[src/rtl/switch_confirm_ctrl.sv]
// Confirm-button sequencer: synchronizes and debounces the confirm button, snapshots
// the switches once per press and serves them over the CPU IO read port.
// Optional sticky overrun status bit: define SWITCH_CONFIRM_OVERRUN_EN.
module switch_confirm_ctrl #(
  parameter int unsigned DEBOUNCE_CYCLES = 20000,
  parameter logic [31:0] DATA_ADDR       = 32'hFFFF_FFF1,
  parameter logic [31:0] STATUS_ADDR     = 32'hFFFF_FFFD
) (
  input  logic        clk,
  input  logic        rst,
  input  logic        confirm_raw,
  input  logic [15:0] switch_input,
  input  logic        read_en,
  input  logic [31:0] address,
  output logic [15:0] data_out,
  output logic        valid,
  output logic        confirm_pulse
);

  localparam int unsigned SW_W  = 16;
  localparam int unsigned CNT_W = 16;
  localparam logic [CNT_W-1:0] CNT_LAST = CNT_W'(DEBOUNCE_CYCLES - 1);

  typedef enum logic [1:0] {
    IDLE       = 2'd0,
    PRESS_DB   = 2'd1,
    HELD       = 2'd2,
    RELEASE_DB = 2'd3
  } state_t;

  state_t           state;
  state_t           state_d;
  logic [CNT_W-1:0] cnt;
  logic [CNT_W-1:0] cnt_d;
  logic             capture_c;

  logic             sync_meta;
  logic             sync;

  logic [SW_W-1:0]  snapshot;
  logic             overrun;
  logic             data_rd_c;

  // Two-flop synchronizer for the asynchronous button pin
  always_ff @(posedge clk or negedge rst) begin
    if (!rst) begin
      sync_meta <= 1'b0;
      sync      <= 1'b0;
    end else begin
      sync_meta <= confirm_raw;
      sync      <= sync_meta;
    end
  end

  always_ff @(posedge clk or negedge rst) begin
    if (!rst) begin
      state <= IDLE;
      cnt   <= '0;
    end else begin
      state <= state_d;
      cnt   <= cnt_d;
    end
  end

  // Debounce: a level change is accepted after DEBOUNCE_CYCLES stable cycles
  always_comb begin
    state_d   = state;
    cnt_d     = cnt;
    capture_c = 1'b0;
    unique case (state)
      IDLE: begin
        if (sync) begin
          state_d = PRESS_DB;
          cnt_d   = '0;
        end
      end
      PRESS_DB: begin
        if (!sync) begin
          state_d = IDLE;
        end else if (cnt == CNT_LAST) begin
          state_d   = HELD;
          capture_c = 1'b1;
        end else begin
          cnt_d = cnt + CNT_W'(1);
        end
      end
      HELD: begin
        if (!sync) begin
          state_d = RELEASE_DB;
          cnt_d   = '0;
        end
      end
      RELEASE_DB: begin
        if (sync) begin
          state_d = HELD;
        end else if (cnt == CNT_LAST) begin
          state_d = IDLE;
        end else begin
          cnt_d = cnt + CNT_W'(1);
        end
      end
      default: begin
        state_d = IDLE;
        cnt_d   = '0;
      end
    endcase
  end

  assign data_rd_c = read_en && (address == DATA_ADDR);

  // Snapshot and pending flag; a capture on the consuming edge takes priority
  always_ff @(posedge clk or negedge rst) begin
    if (!rst) begin
      snapshot      <= '0;
      valid         <= 1'b0;
      confirm_pulse <= 1'b0;
    end else begin
      confirm_pulse <= capture_c;
      if (capture_c) begin
        snapshot <= switch_input;
        valid    <= 1'b1;
      end else if (data_rd_c) begin
        valid <= 1'b0;
      end
    end
  end

`ifdef SWITCH_CONFIRM_OVERRUN_EN
  logic status_rd_c;
  logic overrun_set_c;

  assign status_rd_c   = read_en && (address == STATUS_ADDR);
  assign overrun_set_c = capture_c && valid && !data_rd_c;

  // Sticky overrun: set beats a same-edge status-read clear
  always_ff @(posedge clk or negedge rst) begin
    if (!rst) begin
      overrun <= 1'b0;
    end else if (overrun_set_c) begin
      overrun <= 1'b1;
    end else if (status_rd_c) begin
      overrun <= 1'b0;
    end
  end
`else
  assign overrun = 1'b0;
`endif

  // IO read mux
  always_comb begin
    data_out = '0;
    if (read_en) begin
      if (address == DATA_ADDR) begin
        data_out = snapshot;
      end else if (address == STATUS_ADDR) begin
        data_out = {14'b0, overrun, valid};
      end
    end
  end

endmodule

[config.mk]
export PLATFORM = sky130hd
export DESIGN_NAME = switch_confirm_ctrl
export DESIGN_NICKNAME = d
export VERILOG_FILES = /design/src/rtl/switch_confirm_ctrl.sv
export SDC_FILE = /design/constraint.sdc
export NUM_CORES = 1
export LEC_CHECK = 0
export CORE_MARGIN = 5
export CORE_UTILIZATION = 45
export DETAILED_ROUTE_END_ITERATION = 10
export MAX_ROUTING_LAYER = met4
export PLACE_DENSITY = 0.78
export SLEW_MARGIN = 20
export SYNTH_ARGS = -nofsm -noshare
export SYNTH_HDL_FRONTEND = slang
export SYNTH_SLANG_ARGS = --single-unit
[constraint.sdc]
create_clock -name clk -period 2.2 [get_ports clk]
set_input_delay 0.22 -clock clk [delete_from_list [all_inputs] [get_ports clk]]
set_output_delay 0.22 -clock clk [all_outputs]
set_load 0.005 [all_outputs]
Word level (Yosys, flattened, before mapping)
Cells that the tools add are included.
{"block": "totals", "register_bits": 38, "in_bits": 52, "word_cells": 46, "output_inout_bits": 18}
{"block": "op_classes", "mux": 21, "n_eq_ne": 12, "reduce_logical": 5, "n_addsub": 1}
{"operator": "16-bit two-way mux", "n": 7}
{"operator": "32-bit == test, second input constant", "n": 2}
{"operator": "16-bit case mux with 4 select lines", "n": 1}
{"operator": "16-bit by 1-bit adder with 16-bit output, second input constant", "n": 1}
{"operator": "16-bit by 15-bit == test with 1-bit output, second input constant", "n": 1}
{"operator": "2-bit two-way mux", "n": 6}
{"operator": "2-bit != test, second input constant", "n": 4}
{"operator": "2-bit case mux with 4 select lines", "n": 1}
{"operator": "4-bit AND reduction", "n": 2}
{"operator": "1-bit two-way mux", "n": 6}
{"operator": "3-bit != test, second input constant", "n": 2}
{"operator": "2-bit == test, second input constant", "n": 2}
{"operator": "2-bit by 1-bit == test with 1-bit output, second input constant", "n": 1}
{"operator": "2-bit logical NOT", "n": 1}
{"operator": "2-bit nonzero test", "n": 1}
{"operator": "1-bit logical AND", "n": 1}

Depth between registers and ports, before layout
{"block": "logic_depth", "ltp_word": 5, "depth_mapped": 6, "depth_no_buf": 5}

Least setup slack after synthesis
Ideal clock, no wire load.
{"block": "synth_path", "path_type": "register -> register", "from": "reg cnt[0]", "to": "reg snapshot[1]", "stages_incl_launch_ff": 6, "path_slack_ns": 0.155, "arrival_time_ns": 1.920, "setup_time_ns": 0.125, "required_time_ns": 2.075, "period_less_slack_ns": 2.045, "n_path_buf": 1, "cell_sequence": "dfrtp_1 -> ha_1 -> nand4_2 -> nor4_4 -> buf_6 -> mux2_2"}
{"block": "synth_via", "elab_chain_cells": 4}
{"item": "start, declared", "line": "33", "source": "logic [CNT_W-1:0] cnt;"}
{"item": "start signal, assigned", "line": "61", "source": "cnt <= cnt_d;"}
{"item": "16-bit by 15-bit == test with 1-bit output", "line": "80", "source": "end else if (cnt == CNT_LAST) begin"}
{"item": "1-bit two-way mux", "line": "80"}
{"item": "1-bit two-way mux", "line": "78", "source": "if (!sync) begin"}
{"item": "1-bit two-way mux", "line": "70", "source": "unique case (state)"}
{"item": "via capture_c", "line": "35", "source": "logic capture_c;"}
{"item": "end signal, assigned", "line": "120", "source": "snapshot <= switch_input;"}
{"item": "end, declared", "line": "40", "source": "logic [SW_W-1:0] snapshot;"}
The timed path passes the listed nets, and every way through them passes these cells.
A chain may end at the register's enable or synchronous reset.

Worst setup path after layout
{"block": "layout_path", "from": "in address[1]", "to": "out data_out[9]"}
{"block": "layout_via", "elab_chain_cells": 3}
{"item": "start, declared", "line": "14", "source": "input logic [31:0] address,"}
{"item": "32-bit == test", "line": "153", "source": "if (address == DATA_ADDR) begin"}
{"item": "16-bit two-way mux", "line": "153"}
{"item": "16-bit two-way mux", "line": "152", "source": "if (read_en) begin"}
{"item": "end, declared", "line": "15", "source": "output logic [15:0] data_out,"}
No other way between the ends.

==> results.sh <==
export IMPL_maxSlewHeadroom_pct=43.80
export IMPL_placed_cells=312
export IMPL_critical_path_most_common_cell="buf_2"
export IMPL_die_h_um=76.97
export IMPL_ys_seq_area_share_pct=47.12
export IMPL_synth_compound_area_share_pct=11.53
export IMPL_routed_via_density=5.528
export IMPL_ir_drop_mv=0.4514
export IMPL_slowest_delay_ns=0.57
export IMPL_cp_num_buf_inv=3
export IMPL_wl_per_cell_um=17.60
export IMPL_yosysWarnings=0
export IMPL_p_per_area_nw_per_um2=546.5
export IMPL_worst_pin_slew_ns=0.8430
export IMPL_tritoncts="yes"
export IMPL_synth_avg_cell_area_um2=10.74
export IMPL_crit_slowest_cell="or4_4"
export IMPL_seqPwrFrac_pct=45.5
export IMPL_chipWidth_um=76.97
export IMPL_combPwrFrac_pct=8.7
export IMPL_whs_ns=0.02740
export IMPL_fillCellCount=364
export IMPL_synth_area_leader_cell="dfrtp_1"
export IMPL_first_global_vias=1732
export IMPL_synthSimpleGateAreaFrac_pct=25.48
export IMPL_status="completed"
export IMPL_antenna_found_initial=0
export IMPL_die_area_um2=5924
export IMPL_fin_cells=326
export IMPL_start_util_pct=46.35
export IMPL_grt_setup_unrepaired="no"
export IMPL_syn_nets=241
export IMPL_min_path_type="primary input to asynchronous set/reset pin"
export IMPL_htree_levels=2
export IMPL_utilization_pct=66.95
export IMPL_cp_data_required_time_ns=1.98
export IMPL_cp_start_kind="primary input"
export IMPL_clk_latency_ns=0.29
export IMPL_crit_type="primary input to primary output"
export IMPL_cp_top_family="simple AND/OR/NAND/NOR gates"
export IMPL_clock_path_buffers=2
export IMPL_finalMaxSlewViolations=0
export IMPL_yosys_cell_types_count=50
export IMPL_syn_to_final_growth_pct=44.45
export IMPL_rows=24
export IMPL_path_clk_slew_ns=0.07
export IMPL_worstPathCellList="buf_2 > nand4b_1 > or4_4 > nor4b_4 > buf_2 > and2_1 > dlygate4sd2_1"
export IMPL_synth_top_family_by_area="simple AND/OR/NAND/NOR gates"
export IMPL_p_int_uw=1275
export IMPL_hold_viol_final=0
export IMPL_core_um2=4354
export IMPL_grt_overflow_total=0
export IMPL_switching_share_pct=19.99
export IMPL_synth_xor_area_share_pct=0.8679
export IMPL_synth_seq_cells=38
export IMPL_synth_edf_count=0
export IMPL_synthArstFlopShare_pct=100.0
export IMPL_synth_mux_area_share_pct=11.28
export IMPL_cp_end_kind="primary output"
export IMPL_cp_data_arrival_time_ns=1.91
export IMPL_clkPwrFrac_pct=45.8
export IMPL_fmaxAchievable_ghz=0.4697
export IMPL_grt_max_degree=39
export IMPL_power_leakage_uw=0.001367
export IMPL_p_switching_uw=318.5
export IMPL_gp_congestion=0.8339
export IMPL_cts_num_sinks=38
export IMPL_grt_pass1_wl_um=9045
export IMPL_antenna_cells=0
export IMPL_vias=1802
export IMPL_wirelength_um=5736
export IMPL_syn_inst=188
export IMPL_dpl_hpwl_um=4042
export IMPL_firstDrtPassIters=4
export IMPL_netlist_area_um2=2018
export IMPL_drc=0
export IMPL_synth_most_common_cell="dfrtp_1"
export IMPL_fin_crit_sh_pct=96.77
export IMPL_synth_fa_ha_area_share_pct=0.6200
export IMPL_synth_flop_cell="dfrtp_1"
export IMPL_setup_viol_count_final=0
export IMPL_critPathMaxFanout=4
export IMPL_synth_area_top_cells="dfrtp_1 (47%), mux2_2 (10%), and2_1 (4.6%)"
export IMPL_drive_above_1_share_pct=28.10
export IMPL_clock_root_buffer="clkbuf_8"
export IMPL_maxCapViolCount=0
export IMPL_fin_setup_tns_ns=0
export IMPL_initialDrtViolationCount=107
export IMPL_synth_top_cells_by_count="dfrtp_1 (38), mux2_2 (18), and2_1 (15), nand2_1 (15)"
export IMPL_nNetsFinal=326
export IMPL_clock_skew_ns=0.006438
export IMPL_postRouteAntennaNets=0
export IMPL_synth_top_area_share_pct=47.12
export IMPL_io_buffers=69
export IMPL_grt_usage_pct=19.63
export IMPL_cts_made_buffers=5
export IMPL_min_period_ns=2.129
export IMPL_io_pins=70
export IMPL_power_total_uw=1593
[cells by family (layout without fill, tap and decap cells)]
kind of cell / after synthesis / in the layout
simple gates: 82 / 82
flops: 38 / 38
compound gates: 33 / 33
mux: 20 / 20
buf+inv: 12 / 98
xor+xnor: 2 / 2
fa+ha+maj: 1 / 1
[flip-flops by register name, indices dropped and copies added (netlist names), named ones only]
signal,count
sync,1
cnt,16
sync_meta,1
snapshot,16
state,1
valid,1
confirm_pulse,1
[stage by stage]
stage                     worst slack, ns  cell area, µm²
after detailed placement          -0.5716            2813
after global routing              0.01504            2915
after global placement            -0.5119            2813
after floorplan                    0.1552            2018
after CTS                        0.002032            2922
final                             0.07116            2915
[timing repair]
action                     4_1_cts  5_1_grt
setup buffers                    6        0
setup endpoints to repair       16       15
hold buffers                     0        0
pin swaps                       12        6
gates resized for setup         97       19
cloned                           1        0
[final timing paths]
| path | startpoint | end | slack (ns) | cells after the start |
|---|---|---|---|---|
| max | address[1] | data_out[9] | 0.07 | 7 |
| min | rst | snapshot[10] | 0.03 | 1 |
| max reg2reg | cnt[0] | snapshot[4] | 0.22 | 5 |
| min reg2reg | sync_meta | sync | 0.35 | 0 |
| max in group asynchronous | rst | cnt[10] | 1.64 | 1 |
| min in group clk | sync_meta | sync | 0.35 | 0 |
[worst reg2reg max path: cells and delay by family, from the launching register on]
family        cells  cell delay [ns]
fa+ha+maj         1             0.23
flops             1             0.40
simple gates      2             0.69
buf+inv           1             0.20
mux               1             0.35
[area by class of cell]
cell class / instances / area, µm² / share of cell area (%)
repair buffers: 85 / 710.7 / 24.38
flip-flops and latches: 38 / 950.9 / 32.62
multi-input cells: 138 / 1027 / 35.24
inverters: 5 / 18.77 / 0.6438
clock buffers: 6 / 82.58 / 2.833
clock inverters: 2 / 60.06 / 2.060
well taps: 52 / 65.06 / 2.232
[cell usage in the layout, fill, tap and decap left out, types with 3 or more instances in the layout]
master	n
dfrtp_1	38
clkdlybuf4s50_1	24
mux2_2	18
buf_2	17
nand2_1	15
dlygate4sd2_1	15
and2_1	13
buf_4	12
clkdlybuf4s15_1	9
nand4_1	8
nor2_1	8
nor3_1	7
nand3_1	6
a21oi_1	6
o21ai_0	6
clkbuf_8	6
inv_1	5
nor4_1	4
clkbuf_2	4
o41ai_1	3
buf_6	3
[layer usage]
layer	global-route usage, %	up-vias	share of wire (%)
met2	29.29	73	46
li1	-	876	-
met4	5.842	0	1.9
met1	25.00	841	43
met3	7.260	12	9.5
met5	-	-	0
[power by group through the flow]
stage                     Combinational (µW)  Sequential (µW)  Clock (µW)
final                                    139              724         730
after CTS                                139              724         746
after floorplan                         39.7              734           0
after detailed placement                 156              738           0
after global routing                     153              726         774
after global placement                   151              737           0
No activity file was read; power rests on OpenSTA's default activity.
